[config.mk]
export PLATFORM = sky130hd
export DESIGN_NAME = regfile_writeback_arbiter_flat
export DESIGN_NICKNAME = d
export VERILOG_FILES = /design/src/rtl/nbbpu_pkg.sv /design/src/rtl/regfile_writeback_arbiter_if.sv /design/src/rtl/regfile_scoreboard.sv /design/src/rtl/regfile_writeback_arbiter.sv /design/src/flat_wrapper.sv
export SDC_FILE = /design/constraint.sdc
export NUM_CORES = 1
export LEC_CHECK = 0
export CORE_ASPECT_RATIO = 0.9
export CORE_MARGIN = 2
export CORE_UTILIZATION = 25
export CTS_CLUSTER_SIZE = 10
export DETAILED_ROUTE_END_ITERATION = 12
export DONT_BUFFER_PORTS = 1
export HOLD_SLACK_MARGIN = 0.06
export PLACE_DENSITY = 0.5
export RECOVER_POWER = 50
export SYNTH_ARGS = -nofsm -noshare
export SYNTH_HDL_FRONTEND = slang
export SYNTH_SLANG_ARGS = --single-unit
[constraint.sdc]
create_clock -name clock -period 4.55 [get_ports clock]
set_input_delay 0.91 -clock clock [delete_from_list [all_inputs] [get_ports clock]]
set_output_delay 0.91 -clock clock [all_outputs]
set_load 0.01 [all_outputs]
[src/rtl/nbbpu_pkg.sv]
// Shared NBBPU register-file types: widths, register count, scoreboard counter width
// and the writeback requester encoding.
package nbbpu_pkg;
  localparam int DATA_WIDTH     = 16;
  localparam int ADDR_WIDTH     = 4;
  localparam int REG_COUNT      = 16;
  localparam int SB_COUNT_WIDTH = 2;

  typedef enum logic {
    REQ_EXEC = 1'b0,
    REQ_LOAD = 1'b1
  } requester_t;
endpackage

[src/rtl/regfile_writeback_arbiter_if.sv]
// Writeback, reservation, hazard-query and regfile write-port bundle.
// The master side is the pipeline; the slave side is the arbiter.
interface regfile_writeback_arbiter_if;
  import nbbpu_pkg::*;

  logic                  exec_valid;
  logic                  exec_ready;
  logic [ADDR_WIDTH-1:0] exec_address;
  logic [DATA_WIDTH-1:0] exec_data;

  logic                  load_valid;
  logic                  load_ready;
  logic [ADDR_WIDTH-1:0] load_address;
  logic [DATA_WIDTH-1:0] load_data;

  logic                  mark_valid;
  logic                  mark_ready;
  logic [ADDR_WIDTH-1:0] mark_address;

  logic [ADDR_WIDTH-1:0] query_address_1;
  logic [ADDR_WIDTH-1:0] query_address_2;
  logic                  busy_1;
  logic                  busy_2;
  logic                  forward_valid_1;
  logic                  forward_valid_2;
  logic [DATA_WIDTH-1:0] forward_data_1;
  logic [DATA_WIDTH-1:0] forward_data_2;

  logic                  write_enable;
  logic [ADDR_WIDTH-1:0] address_write;
  logic [DATA_WIDTH-1:0] write_data;

  modport master (
    output exec_valid, exec_address, exec_data,
    input  exec_ready,
    output load_valid, load_address, load_data,
    input  load_ready,
    output mark_valid, mark_address,
    input  mark_ready,
    output query_address_1, query_address_2,
    input  busy_1, busy_2, forward_valid_1, forward_valid_2, forward_data_1, forward_data_2,
    input  write_enable, address_write, write_data
  );

  modport slave (
    input  exec_valid, exec_address, exec_data,
    output exec_ready,
    input  load_valid, load_address, load_data,
    output load_ready,
    input  mark_valid, mark_address,
    output mark_ready,
    input  query_address_1, query_address_2,
    output busy_1, busy_2, forward_valid_1, forward_valid_2, forward_data_1, forward_data_2,
    output write_enable, address_write, write_data
  );
endinterface

[src/rtl/regfile_scoreboard.sv]
// Per-register outstanding-write counters: mark increments, commit decrements, busy lookup.
// Counter updates land at the clock edge; mark_ready stalls a reservation when the counter is full.
module regfile_scoreboard
  import nbbpu_pkg::*;
#(
  parameter int unsigned SB_MAX = 3
) (
  input  logic                  clock,
  input  logic                  reset,
  input  logic                  mark_valid,
  output logic                  mark_ready,
  input  logic [ADDR_WIDTH-1:0] mark_address,
  input  logic                  commit_valid,
  input  logic [ADDR_WIDTH-1:0] commit_address,
  input  logic [ADDR_WIDTH-1:0] query_address_1,
  input  logic [ADDR_WIDTH-1:0] query_address_2,
  input  logic                  hit_1,
  input  logic                  hit_2,
  output logic                  busy_1,
  output logic                  busy_2
);
  localparam logic [SB_COUNT_WIDTH-1:0] COUNT_MAX = SB_COUNT_WIDTH'(SB_MAX);
  localparam logic [SB_COUNT_WIDTH-1:0] COUNT_ONE = SB_COUNT_WIDTH'(1);

  logic [SB_COUNT_WIDTH-1:0] count_q [REG_COUNT];
  logic [SB_COUNT_WIDTH-1:0] count_d [REG_COUNT];
  logic                      mark_accept;
  logic                      commit_same;

  always_comb begin
    commit_same = commit_valid && (commit_address == mark_address);
    mark_ready  = !((count_q[mark_address] == COUNT_MAX) && !commit_same);
    mark_accept = mark_valid && mark_ready;
  end

  // r0 is never reserved, so its counter only ever sees clamped decrements.
  always_comb begin
    for (int i = 0; i < REG_COUNT; i++) begin
      count_d[i] = count_q[i];
      if (mark_accept && (mark_address == ADDR_WIDTH'(i)) && (i != 0)) begin
        if (!(commit_valid && (commit_address == ADDR_WIDTH'(i))))
          count_d[i] = count_q[i] + COUNT_ONE;
      end else if (commit_valid && (commit_address == ADDR_WIDTH'(i)) && (count_q[i] != '0)) begin
        count_d[i] = count_q[i] - COUNT_ONE;
      end
    end
  end

  always_ff @(posedge clock) begin
    for (int i = 0; i < REG_COUNT; i++) begin
      if (reset) count_q[i] <= '0;
      else       count_q[i] <= count_d[i];
    end
  end

  always_ff @(posedge clock) begin
    if (!reset && commit_valid && (commit_address != '0) &&
        !(mark_accept && (mark_address == commit_address)))
      assert (count_q[commit_address] != '0)
        else $error("scoreboard underflow on r%0d", commit_address);
  end

  // A bypass hit on the last outstanding write resolves the hazard this cycle.
  always_comb begin
    busy_1 = (query_address_1 != '0) && (count_q[query_address_1] != '0) &&
             !(hit_1 && (count_q[query_address_1] == COUNT_ONE));
    busy_2 = (query_address_2 != '0) && (count_q[query_address_2] != '0) &&
             !(hit_2 && (count_q[query_address_2] == COUNT_ONE));
  end
endmodule

[src/rtl/regfile_writeback_arbiter.sv]
// Round-robin arbiter of exec/load writebacks onto the regfile write port, plus RAW scoreboard.
// One cycle accept-to-write; ready only to the granted requester; optional REGFILE_ARB_BYPASS_EN forwarding.
module regfile_writeback_arbiter
  import nbbpu_pkg::*;
#(
  parameter int unsigned SB_MAX = 3
) (
  input  logic                        clock,
  input  logic                        reset,
  regfile_writeback_arbiter_if.slave  bus
);
  requester_t            last_grant_q;
  requester_t            last_grant_d;
  logic                  exec_grant;
  logic                  load_grant;
  logic                  stage_valid;
  logic [ADDR_WIDTH-1:0] stage_address;
  logic [DATA_WIDTH-1:0] stage_data;
  logic                  hit_1;
  logic                  hit_2;

  always_comb begin
    exec_grant   = bus.exec_valid && (!bus.load_valid || (last_grant_q == REQ_LOAD));
    load_grant   = bus.load_valid && !exec_grant;
    last_grant_d = last_grant_q;
    if (exec_grant)      last_grant_d = REQ_EXEC;
    else if (load_grant) last_grant_d = REQ_LOAD;
  end

  assign bus.exec_ready = exec_grant;
  assign bus.load_ready = load_grant;

  always_ff @(posedge clock) begin
    if (reset) last_grant_q <= REQ_LOAD;
    else       last_grant_q <= last_grant_d;
  end

  always_ff @(posedge clock) begin
    if (reset) begin
      stage_valid   <= 1'b0;
      stage_address <= '0;
      stage_data    <= '0;
    end else begin
      stage_valid <= exec_grant || load_grant;
      if (exec_grant) begin
        stage_address <= bus.exec_address;
        stage_data    <= bus.exec_data;
      end else if (load_grant) begin
        stage_address <= bus.load_address;
        stage_data    <= bus.load_data;
      end
    end
  end

  // Writes to r0 still commit to the scoreboard but never reach the regfile.
  assign bus.write_enable  = stage_valid && (stage_address != '0);
  assign bus.address_write = stage_address;
  assign bus.write_data    = stage_data;

  always_comb begin
    hit_1               = 1'b0;
    hit_2               = 1'b0;
    bus.forward_valid_1 = 1'b0;
    bus.forward_valid_2 = 1'b0;
    bus.forward_data_1  = '0;
    bus.forward_data_2  = '0;
`ifdef REGFILE_ARB_BYPASS_EN
    hit_1 = bus.write_enable && (stage_address == bus.query_address_1) && (bus.query_address_1 != '0);
    hit_2 = bus.write_enable && (stage_address == bus.query_address_2) && (bus.query_address_2 != '0);
    bus.forward_valid_1 = hit_1;
    bus.forward_valid_2 = hit_2;
    if (hit_1) bus.forward_data_1 = stage_data;
    if (hit_2) bus.forward_data_2 = stage_data;
`else
    hit_1 = 1'b0;
    hit_2 = 1'b0;
`endif
  end

  regfile_scoreboard #(
    .SB_MAX (SB_MAX)
  ) u_scoreboard (
    .clock           (clock),
    .reset           (reset),
    .mark_valid      (bus.mark_valid),
    .mark_ready      (bus.mark_ready),
    .mark_address    (bus.mark_address),
    .commit_valid    (stage_valid),
    .commit_address  (stage_address),
    .query_address_1 (bus.query_address_1),
    .query_address_2 (bus.query_address_2),
    .hit_1           (hit_1),
    .hit_2           (hit_2),
    .busy_1          (bus.busy_1),
    .busy_2          (bus.busy_2)
  );
endmodule

[src/flat_wrapper.sv]
// flat-port wrapper written by rule: the top's interface ports become plain ports
module regfile_writeback_arbiter_flat import nbbpu_pkg::*;
#(
  parameter int unsigned SB_MAX = 3
)
  (clock, reset, bus_exec_valid, bus_exec_address, bus_exec_data, bus_exec_ready, bus_load_valid, bus_load_address, bus_load_data, bus_load_ready, bus_mark_valid, bus_mark_address, bus_mark_ready, bus_query_address_1, bus_query_address_2, bus_busy_1, bus_busy_2, bus_forward_valid_1, bus_forward_valid_2, bus_forward_data_1, bus_forward_data_2, bus_write_enable, bus_address_write, bus_write_data);
  regfile_writeback_arbiter_if bus_i ();
  input  logic clock;
  input  logic reset;
  input wire logic [$bits(bus_i.exec_valid)-1:0] bus_exec_valid;
  input wire logic [$bits(bus_i.exec_address)-1:0] bus_exec_address;
  input wire logic [$bits(bus_i.exec_data)-1:0] bus_exec_data;
  output wire logic [$bits(bus_i.exec_ready)-1:0] bus_exec_ready;
  input wire logic [$bits(bus_i.load_valid)-1:0] bus_load_valid;
  input wire logic [$bits(bus_i.load_address)-1:0] bus_load_address;
  input wire logic [$bits(bus_i.load_data)-1:0] bus_load_data;
  output wire logic [$bits(bus_i.load_ready)-1:0] bus_load_ready;
  input wire logic [$bits(bus_i.mark_valid)-1:0] bus_mark_valid;
  input wire logic [$bits(bus_i.mark_address)-1:0] bus_mark_address;
  output wire logic [$bits(bus_i.mark_ready)-1:0] bus_mark_ready;
  input wire logic [$bits(bus_i.query_address_1)-1:0] bus_query_address_1;
  input wire logic [$bits(bus_i.query_address_2)-1:0] bus_query_address_2;
  output wire logic [$bits(bus_i.busy_1)-1:0] bus_busy_1;
  output wire logic [$bits(bus_i.busy_2)-1:0] bus_busy_2;
  output wire logic [$bits(bus_i.forward_valid_1)-1:0] bus_forward_valid_1;
  output wire logic [$bits(bus_i.forward_valid_2)-1:0] bus_forward_valid_2;
  output wire logic [$bits(bus_i.forward_data_1)-1:0] bus_forward_data_1;
  output wire logic [$bits(bus_i.forward_data_2)-1:0] bus_forward_data_2;
  output wire logic [$bits(bus_i.write_enable)-1:0] bus_write_enable;
  output wire logic [$bits(bus_i.address_write)-1:0] bus_address_write;
  output wire logic [$bits(bus_i.write_data)-1:0] bus_write_data;
  assign bus_i.exec_valid = bus_exec_valid;
  assign bus_i.exec_address = bus_exec_address;
  assign bus_i.exec_data = bus_exec_data;
  assign bus_exec_ready = bus_i.exec_ready;
  assign bus_i.load_valid = bus_load_valid;
  assign bus_i.load_address = bus_load_address;
  assign bus_i.load_data = bus_load_data;
  assign bus_load_ready = bus_i.load_ready;
  assign bus_i.mark_valid = bus_mark_valid;
  assign bus_i.mark_address = bus_mark_address;
  assign bus_mark_ready = bus_i.mark_ready;
  assign bus_i.query_address_1 = bus_query_address_1;
  assign bus_i.query_address_2 = bus_query_address_2;
  assign bus_busy_1 = bus_i.busy_1;
  assign bus_busy_2 = bus_i.busy_2;
  assign bus_forward_valid_1 = bus_i.forward_valid_1;
  assign bus_forward_valid_2 = bus_i.forward_valid_2;
  assign bus_forward_data_1 = bus_i.forward_data_1;
  assign bus_forward_data_2 = bus_i.forward_data_2;
  assign bus_write_enable = bus_i.write_enable;
  assign bus_address_write = bus_i.address_write;
  assign bus_write_data = bus_i.write_data;
  regfile_writeback_arbiter #(.SB_MAX(SB_MAX)) u_core (.clock(clock), .reset(reset), .bus(bus_i));
endmodule
== Word level (Yosys, flattened, before mapping) ==
Memories as Yosys holds them, arrays and structs flattened.
Cells that the tools add are included.
W data, S select, Z words.

* Add/sub/neg operators: 31
* Equal/unequal tests: 32
* Mux-type cells: 71
* Bitwise operators: 16
* Reduce and logical (&&, ||, !) cells: 84

{| class="wikitable"
|+ Operators by type and width
! operator !! count
|-
| $mux W2 || 62
|-
| $eq A4 B4 Y1 const B || 16
|-
| $logic_and A1 B1 Y1 || 55
|-
| $reduce_bool A2 Y1 || 19
|-
| $eq A4 B3 Y1 const B || 8
|-
| $mux W16 || 2
|-
| $sub A2 B1 Y2 const B || 16
|-
| $add A2 B1 Y2 const B || 15
|-
| $eq A4 B2 Y1 const B || 4
|-
| $or A1 B1 Y1 || 16
|-
| $reduce_bool A4 Y1 || 3
|-
| $eq A4 B1 Y1 const B || 2
|-
| $mux W4 || 2
|-
| $mux W1 || 5
|-
| $eq A4 B4 Y1 || 1
|-
| $logic_not A1 Y1 || 4
|-
| $logic_not A4 Y1 || 1
|-
| $eq A2 B2 Y1 const B || 1
|-
| $logic_or A1 B1 Y1 || 2
|}

* Flip-flop bits (word level): 22
* RAM bits: 32
* Bits of input ports: 57
* Output and inout bits: 60
* Word-level logic and storage cells: 239
* Memories: 1

{| class="wikitable"
|+ Memory list
! name !! words !! width !! read ports !! clocked after Yosys merged registers in !! write ports !! RTL line !! RTL
|-
| u_core.u_scoreboard.count_q || 16 || 2 || 19 || 0 || 16 || regfile_scoreboard.sv:25 || <nowiki>logic [SB_COUNT_WIDTH-1:0] count_q [REG_COUNT];</nowiki>
|}

== Depth between registers and ports, before layout ==
* Depth after elaboration: 9
* Gate-level depth with buffers: 10
* Mapped depth without buffers: 7

== Hierarchy ==
Synthesis repeated with hierarchy kept, for this count alone.

* Cell total of the unflattened synthesis: 461
* Area, all modules: 4224.1 um^2

{| class="wikitable"
|+ By module, submodules not included
! module !! times used !! cells each !! area each (um^2) !! sequential area each (um^2)
|-
| regfile_scoreboard || 1 || 304 || 2642.5 || 640.6
|-
| regfile_writeback_arbiter || 1 || 157 || 1581.5 || 440.4
|}

== Worst setup path before layout ==
OpenSTA, ideal clock, no wires.

* Path type: input to output
* Start: in bus_mark_address[3]
* End: out bus_mark_ready
* Data arrival time: 2.172 ns
* Data required time: 3.640 ns
* Setup slack: 1.468 ns
* Cell stages on the path: 8
* Path buffers: 3
* Path through: buf_6 mux2_4 o22ai_1 nor3_1 and4_1 buf_6 buf_12 nor2_1

* Longest elaborated chain between the ends: 5
* Elaborated cells on any way between the ends: 7
* Those cells by class: 2 x eq/ne; 4 x reduce/logical; 1 x memory

{| class="wikitable"
|+ Ends and longest elaborated chain
! element !! RTL line !! RTL
|-
| from (decl) || flat_wrapper.sv:19 || <nowiki>input wire logic [$bits(bus_i.mark_address)-1:0] bus_mark_address;</nowiki>
|-
| branches (longest 3 deep; another with $mem_v2 Z16 W2) || - ||
|-
| $logic_and A1 B1 Y1 (*) || regfile_scoreboard.sv:32 || <nowiki>mark_ready = !((count_q[mark_address] == COUNT_MAX) && !commit_same);</nowiki>
|-
| $logic_not A1 Y1 (*) || regfile_scoreboard.sv:32 ||
|-
| to (decl) || flat_wrapper.sv:20 || <nowiki>output wire logic [$bits(bus_i.mark_ready)-1:0] bus_mark_ready;</nowiki>
|}

Mark *: on every way between the ends.

== Worst setup path after layout ==
* Start: in bus_load_valid
* End: out bus_load_ready

* Longest elaborated chain between the ends: 5

{| class="wikitable"
|+ Ends and longest elaborated chain
! element !! RTL line !! RTL
|-
| from (decl) || flat_wrapper.sv:14 || <nowiki>input wire logic [$bits(bus_i.load_valid)-1:0] bus_load_valid;</nowiki>
|-
| $logic_not A1 Y1 || regfile_writeback_arbiter.sv:23 || <nowiki>exec_grant = bus.exec_valid && (!bus.load_valid || (last_grant_q == REQ_LOAD));</nowiki>
|-
| $logic_or A1 B1 Y1 || regfile_writeback_arbiter.sv:23 ||
|-
| $logic_and A1 B1 Y1 || regfile_writeback_arbiter.sv:23 ||
|-
| $logic_not A1 Y1 || regfile_writeback_arbiter.sv:24 || <nowiki>load_grant = bus.load_valid && !exec_grant;</nowiki>
|-
| $logic_and A1 B1 Y1 (*) || regfile_writeback_arbiter.sv:24 ||
|-
| to (decl) || flat_wrapper.sv:17 || <nowiki>output wire logic [$bits(bus_i.load_ready)-1:0] bus_load_ready;</nowiki>
|}

Mark *: on every way between the ends. The rest lies on a longest branch, timed or not.

==> results_tabular.tex <==
\begin{tabular}{lr}
\hline
Metric & Value \\
\hline
\multicolumn{2}{l}{\textbf{Global route}} \\
\quad First-pass GRT wire length & about 16 mm \\
\quad Total global routing overflow & 0 \\
\quad Pin count of the biggest net entering global routing & 54 \\
\quad Number of global-route vias before repair & 3084 \\
\quad Total track usage & 0.125 \\
\quad Initial antenna violation count & 0 \\
\multicolumn{2}{l}{\textbf{Floorplanning}} \\
\quad Effective utilization at floorplan & 0.256 \\
\quad Die H & 123 µm \\
\quad Core area & 15400 µm² \\
\quad Standard-cell rows & 43 \\
\quad Num ports & 117 \\
\quad Overall die area & between 15000 and 20000 µm² \\
\quad Die Width & $\sim$140 µm \\
\multicolumn{2}{l}{\textbf{Pwr}} \\
\quad Internal cell power & roughly 760 µW \\
\quad Reported leakage power & around 1.4 nW \\
\quad Register share of total power & 0.492 \\
\quad Power share of the combinational group & 0.125 \\
\quad Power per cell area & $\sim$260 nW/µm² \\
\quad Net switching power figure & between 300 and 400 µW \\
\quad Clock Power Share & 0.382 \\
\quad Switching fraction of total power & 0.284 \\
\quad Max VDD drop & between 0.2 and 0.25 mV \\
\multicolumn{2}{l}{\textbf{STA}} \\
\quad Highest Clock Rate & $\sim$300 MHz \\
\quad Final-report hold violation count & 0 \\
\quad Slew @ Worst Pin & between 0.9 and 1 ns \\
\quad Final critical path time including I/O delays and setup & about 3.3 ns \\
\quad Period utilisation layout & 0.731 \\
\quad RSZ-0062 raised after global routing & no \\
\quad Worst slew margin relative to its limit & 0.362 \\
\quad Final setup margin & roughly 1.2 ns \\
\quad Final Slew Violations & 0 \\
\quad Setup-violating endpoint count in the final report & 0 \\
\quad Aggregate negative setup slack & 0 ns \\
\quad Worst clock skew & around 0.0075 ns \\
\quad Worst slack on hold paths & approximately 0.48 ns \\
\multicolumn{2}{l}{\textbf{Clocking}} \\
\quad Total CTS buffers & 5 \\
\quad Hold buffer count at CTS & 0 \\
\quad Buffer type at the clock tree root & sky130\_fd\_sc\_hd\_\_clkbuf\_16 \\
\quad Register clock-pin slew on the reported worst setup and hold paths & around 0.07 ns \\
\quad Number of clock sinks & 54 \\
\quad Post-cts repair resize count & 0 \\
\quad H-Tree Level Count & 2 \\
\quad Worst-Skew Late Latency & slightly above 0.3 ns \\
\quad CTS tree & built \\
\quad Maximum root-to-sink buffer count & 2 \\
\quad Postcts setup bufs & 0 \\
\multicolumn{2}{l}{\textbf{Synthesis}} \\
\quad Cell area after synthesis & 3950 µm² \\
\quad Number of distinct standard cells referenced by the synthesized netlist & 54 \\
\quad Share of async-settable or async-resettable flops after synthesis & 0 \\
\quad EDFF count, synth & 0 \\
\quad Leading cell types by total area after synthesis & sky130\_fd\_sc\_hd\_\_dfxtp\_1 (27\%), sky130\_fd\_sc\_hd\_\_buf\_4 (6.6\%), sky130\_fd\_sc\_hd\_\_mux2i\_1 (6.6\%) \\
\quad Synthesis warning total & 0 \\
\quad Synthesized instance count & between 400 and 500 \\
\quad Library cell with the largest summed area after synthesis & sky130\_fd\_sc\_hd\_\_dfxtp\_1 \\
\quad Most instantiated flip-flop cell in the synthesis netlist & sky130\_fd\_sc\_hd\_\_dfxtp\_1 \\
\quad Post-synthesis average cell area & between 8 and 9 µm² \\
\quad Share of the yosys chip area belonging to registers & 0.274 \\
\quad Most common cell in the netlist & sky130\_fd\_sc\_hd\_\_dfxtp\_1 \\
\quad Area share of the largest cell type after synthesis & 0.274 \\
\quad Synth Register Bits & 54 \\
\quad Synth top cells by count & sky130\_fd\_sc\_hd\_\_dfxtp\_1 (54), sky130\_fd\_sc\_hd\_\_nor2\_1 (45), sky130\_fd\_sc\_hd\_\_buf\_4 (35) \\
\multicolumn{2}{l}{\textbf{Final layout}} \\
\quad Final design area excluding fillers & between 4000 and 5000 µm² \\
\quad Area overhead of the layout relative to synthesis & 3.10\% \\
\quad Filler-free cell count of the finished design & about 650 \\
\quad Proportion of layout cells with a drive suffix above 1 & 0.108 \\
\quad Number of filler cells placed in the layout & between 1500 and 2000 \\
\quad Register Area & 1080 µm² \\
\quad Total number of nets in the final design & 500 \\
\quad Combined area of the multi-input logic cells & about 2500 µm² \\
\quad Antenna diode count & 0 \\
\multicolumn{2}{l}{\textbf{Worst setup path}} \\
\quad CP Data Required Time & 3.64 ns \\
\quad Crit start category & primary input \\
\quad Arrival time at the worst endpoint & roughly 2.4 ns \\
\quad Critical Path End Type & output port \\
\quad Crit-path max FO & 26 \\
\quad Start point of the critical path & bus\_load\_valid \\
\quad Critical path class & in2out \\
\quad Worst flop-to-flop path startpoint & u\_core.bus.address\_write[0] \\
\multicolumn{2}{l}{\textbf{Route}} \\
\quad Post-route antenna net violation count & 0 \\
\quad Via density & between 4 and 5 \\
\quad Via Count & around 3200 \\
\quad Starting DRC count in detailed routing & between 200 and 300 \\
\quad Residual DRC count & 0 \\
\quad DR pass1 iterations & 4 \\
\quad Detailed Route WL & 10.3 mm \\
\quad Routed len/inst & around 16 µm \\
\multicolumn{2}{l}{\textbf{Placement}} \\
\quad Count of placed standard cells including taps & roughly 640 \\
\quad Buffers on Ports & 0 \\
\quad Post-DP Area & just under 4000 µm² \\
\quad Post-DP HPWL & between 7 and 8 mm \\
\quad Worst setup timing slack at the placement stage & $\sim$1.3 ns \\
\quad Final RePlAce weighted congestion & about 0.82 \\
\multicolumn{2}{l}{\textbf{Flow run}} \\
\quad Max-cap violation count & 0 \\
\multicolumn{2}{l}{\textbf{Run status}} \\
\quad Outcome & finished, final reports clean \\
\multicolumn{2}{l}{\textbf{Worst hold path}} \\
\quad Kind of path behind the tightest hold check & reg2reg \\
\quad Origin of the worst min-delay path & u\_core.last\_grant\_q \\
\hline
\end{tabular}
==> power groups by stage <==
| stage | Sequential [mW] | Combinational (mW) | Clock [mW] |
|---|---|---|---|
| 2_1_floorplan | 0.522 | 0.163 | 0 |
| 3_3_place_gp | 0.534 | 0.131 | 0 |
| 3_5_place_dp | 0.534 | 0.134 | 0 |
| 4_1_cts | 0.524 | 0.134 | 0.422 |
| 5_1_grt | 0.527 | 0.148 | 0.434 |
| 6_report | 0.524 | 0.133 | 0.407 |
==> placed cells by master, fill, tap and decap left out, types with 2 or more instances in the layout <==
cell type / count
sky130_fd_sc_hd__conb_1: 34
sky130_fd_sc_hd__a211oi_1: 20
sky130_fd_sc_hd__nand2_1: 31
sky130_fd_sc_hd__o311ai_0: 2
sky130_fd_sc_hd__clkbuf_16: 5
sky130_fd_sc_hd__nor4_1: 9
sky130_fd_sc_hd__nor2_1: 45
sky130_fd_sc_hd__mux4_2: 6
sky130_fd_sc_hd__or2_2: 6
sky130_fd_sc_hd__xnor2_1: 10
sky130_fd_sc_hd__nor2b_1: 11
sky130_fd_sc_hd__xor2_1: 4
sky130_fd_sc_hd__nor4b_4: 2
sky130_fd_sc_hd__inv_1: 9
sky130_fd_sc_hd__o22ai_1: 2
sky130_fd_sc_hd__nand2b_1: 7
sky130_fd_sc_hd__or3b_2: 5
sky130_fd_sc_hd__o211ai_1: 6
sky130_fd_sc_hd__nand3b_1: 10
sky130_fd_sc_hd__nand3_1: 14
sky130_fd_sc_hd__and3_1: 8
sky130_fd_sc_hd__a221oi_1: 3
sky130_fd_sc_hd__dfxtp_1: 54
sky130_fd_sc_hd__nand4b_1: 3
sky130_fd_sc_hd__nor4b_2: 2
sky130_fd_sc_hd__a21oi_1: 21
sky130_fd_sc_hd__mux2i_1: 26
sky130_fd_sc_hd__buf_4: 2
sky130_fd_sc_hd__nor4_4: 8
sky130_fd_sc_hd__o21ai_0: 24
sky130_fd_sc_hd__a31oi_1: 6
sky130_fd_sc_hd__a221oi_2: 5
sky130_fd_sc_hd__or4b_1: 3
sky130_fd_sc_hd__nor3b_1: 4
sky130_fd_sc_hd__nor3_1: 13
sky130_fd_sc_hd__and2_1: 4
sky130_fd_sc_hd__a21o_1: 2
==> layer usage <==
layer  vias up  share of wire  track usage
li1       1579              -            -
met1      1496           0.44        0.152
met2       118           0.48        0.217
met3         9          0.064       0.0369
met4         0          0.018       0.0326
met5         -              0            0
==> cells by family after synthesis <==
kind of cell	Yosys count	share of synthesized area
and+or+nand+nor	191	0.306
AOI/OAI and AO/OA	95	0.163
buffers and inverters	71	0.116
DFF	54	0.274
muxes	34	0.107
xor gates and xnor gates	14	0.0310
adders and majority gates	1	0.00317
other	1	0.000949
==> path summary, 6_finish.rpt <==
| kind | depth (start not counted) | end | slack (ns) |
|---|---|---|---|
| setup reg to reg | 7 | u_core.u_scoreboard.count_q[2][0] | 1.60 |
| hold reg to reg | 2 | u_core.last_grant_q | 0.48 |
| setup / recovery | 4 | bus_load_ready | 1.22 |
| hold / removal | 2 | u_core.last_grant_q | 0.48 |
==> registers in the layout, summed over array words and instances (netlist names) <==
| signal | cells |
|---|---|
| u_core.u_scoreboard.count_q | 32 |
| u_core.bus.write_data | 16 |
| u_core.stage_valid | 1 |
| u_core.bus.address_write | 4 |
| u_core.last_grant_q | 1 |
==> cell type report <==
type | count | share of cell area
Clock buffer | 6 | 0.0341
Clock inverter | 2 | 0.00307
Inverter | 9 | 0.00829
Multi-Input combinational cell | 369 | 0.623
Sequential cell | 54 | 0.265
Tap cell | 202 | 0.0620
Timing Repair Buffer | 3 | 0.00461
==> per-stage QoR <==
step	util	total power, mW
after floorplan	-	0.684
after global placement	0.254	0.665
after detailed placement	0.254	0.668
after CTS	0.264	1.08
after global routing	0.264	1.11
final	0.264	1.06
==> worst max-delay path: stages <==
cell                       delay, ns
sky130_fd_sc_hd__nand2b_1       0.05
sky130_fd_sc_hd__nand2_1        0.39
sky130_fd_sc_hd__clkbuf_1       0.77
sky130_fd_sc_hd__and2_1         0.29
(Power assumes the default switching activity.)
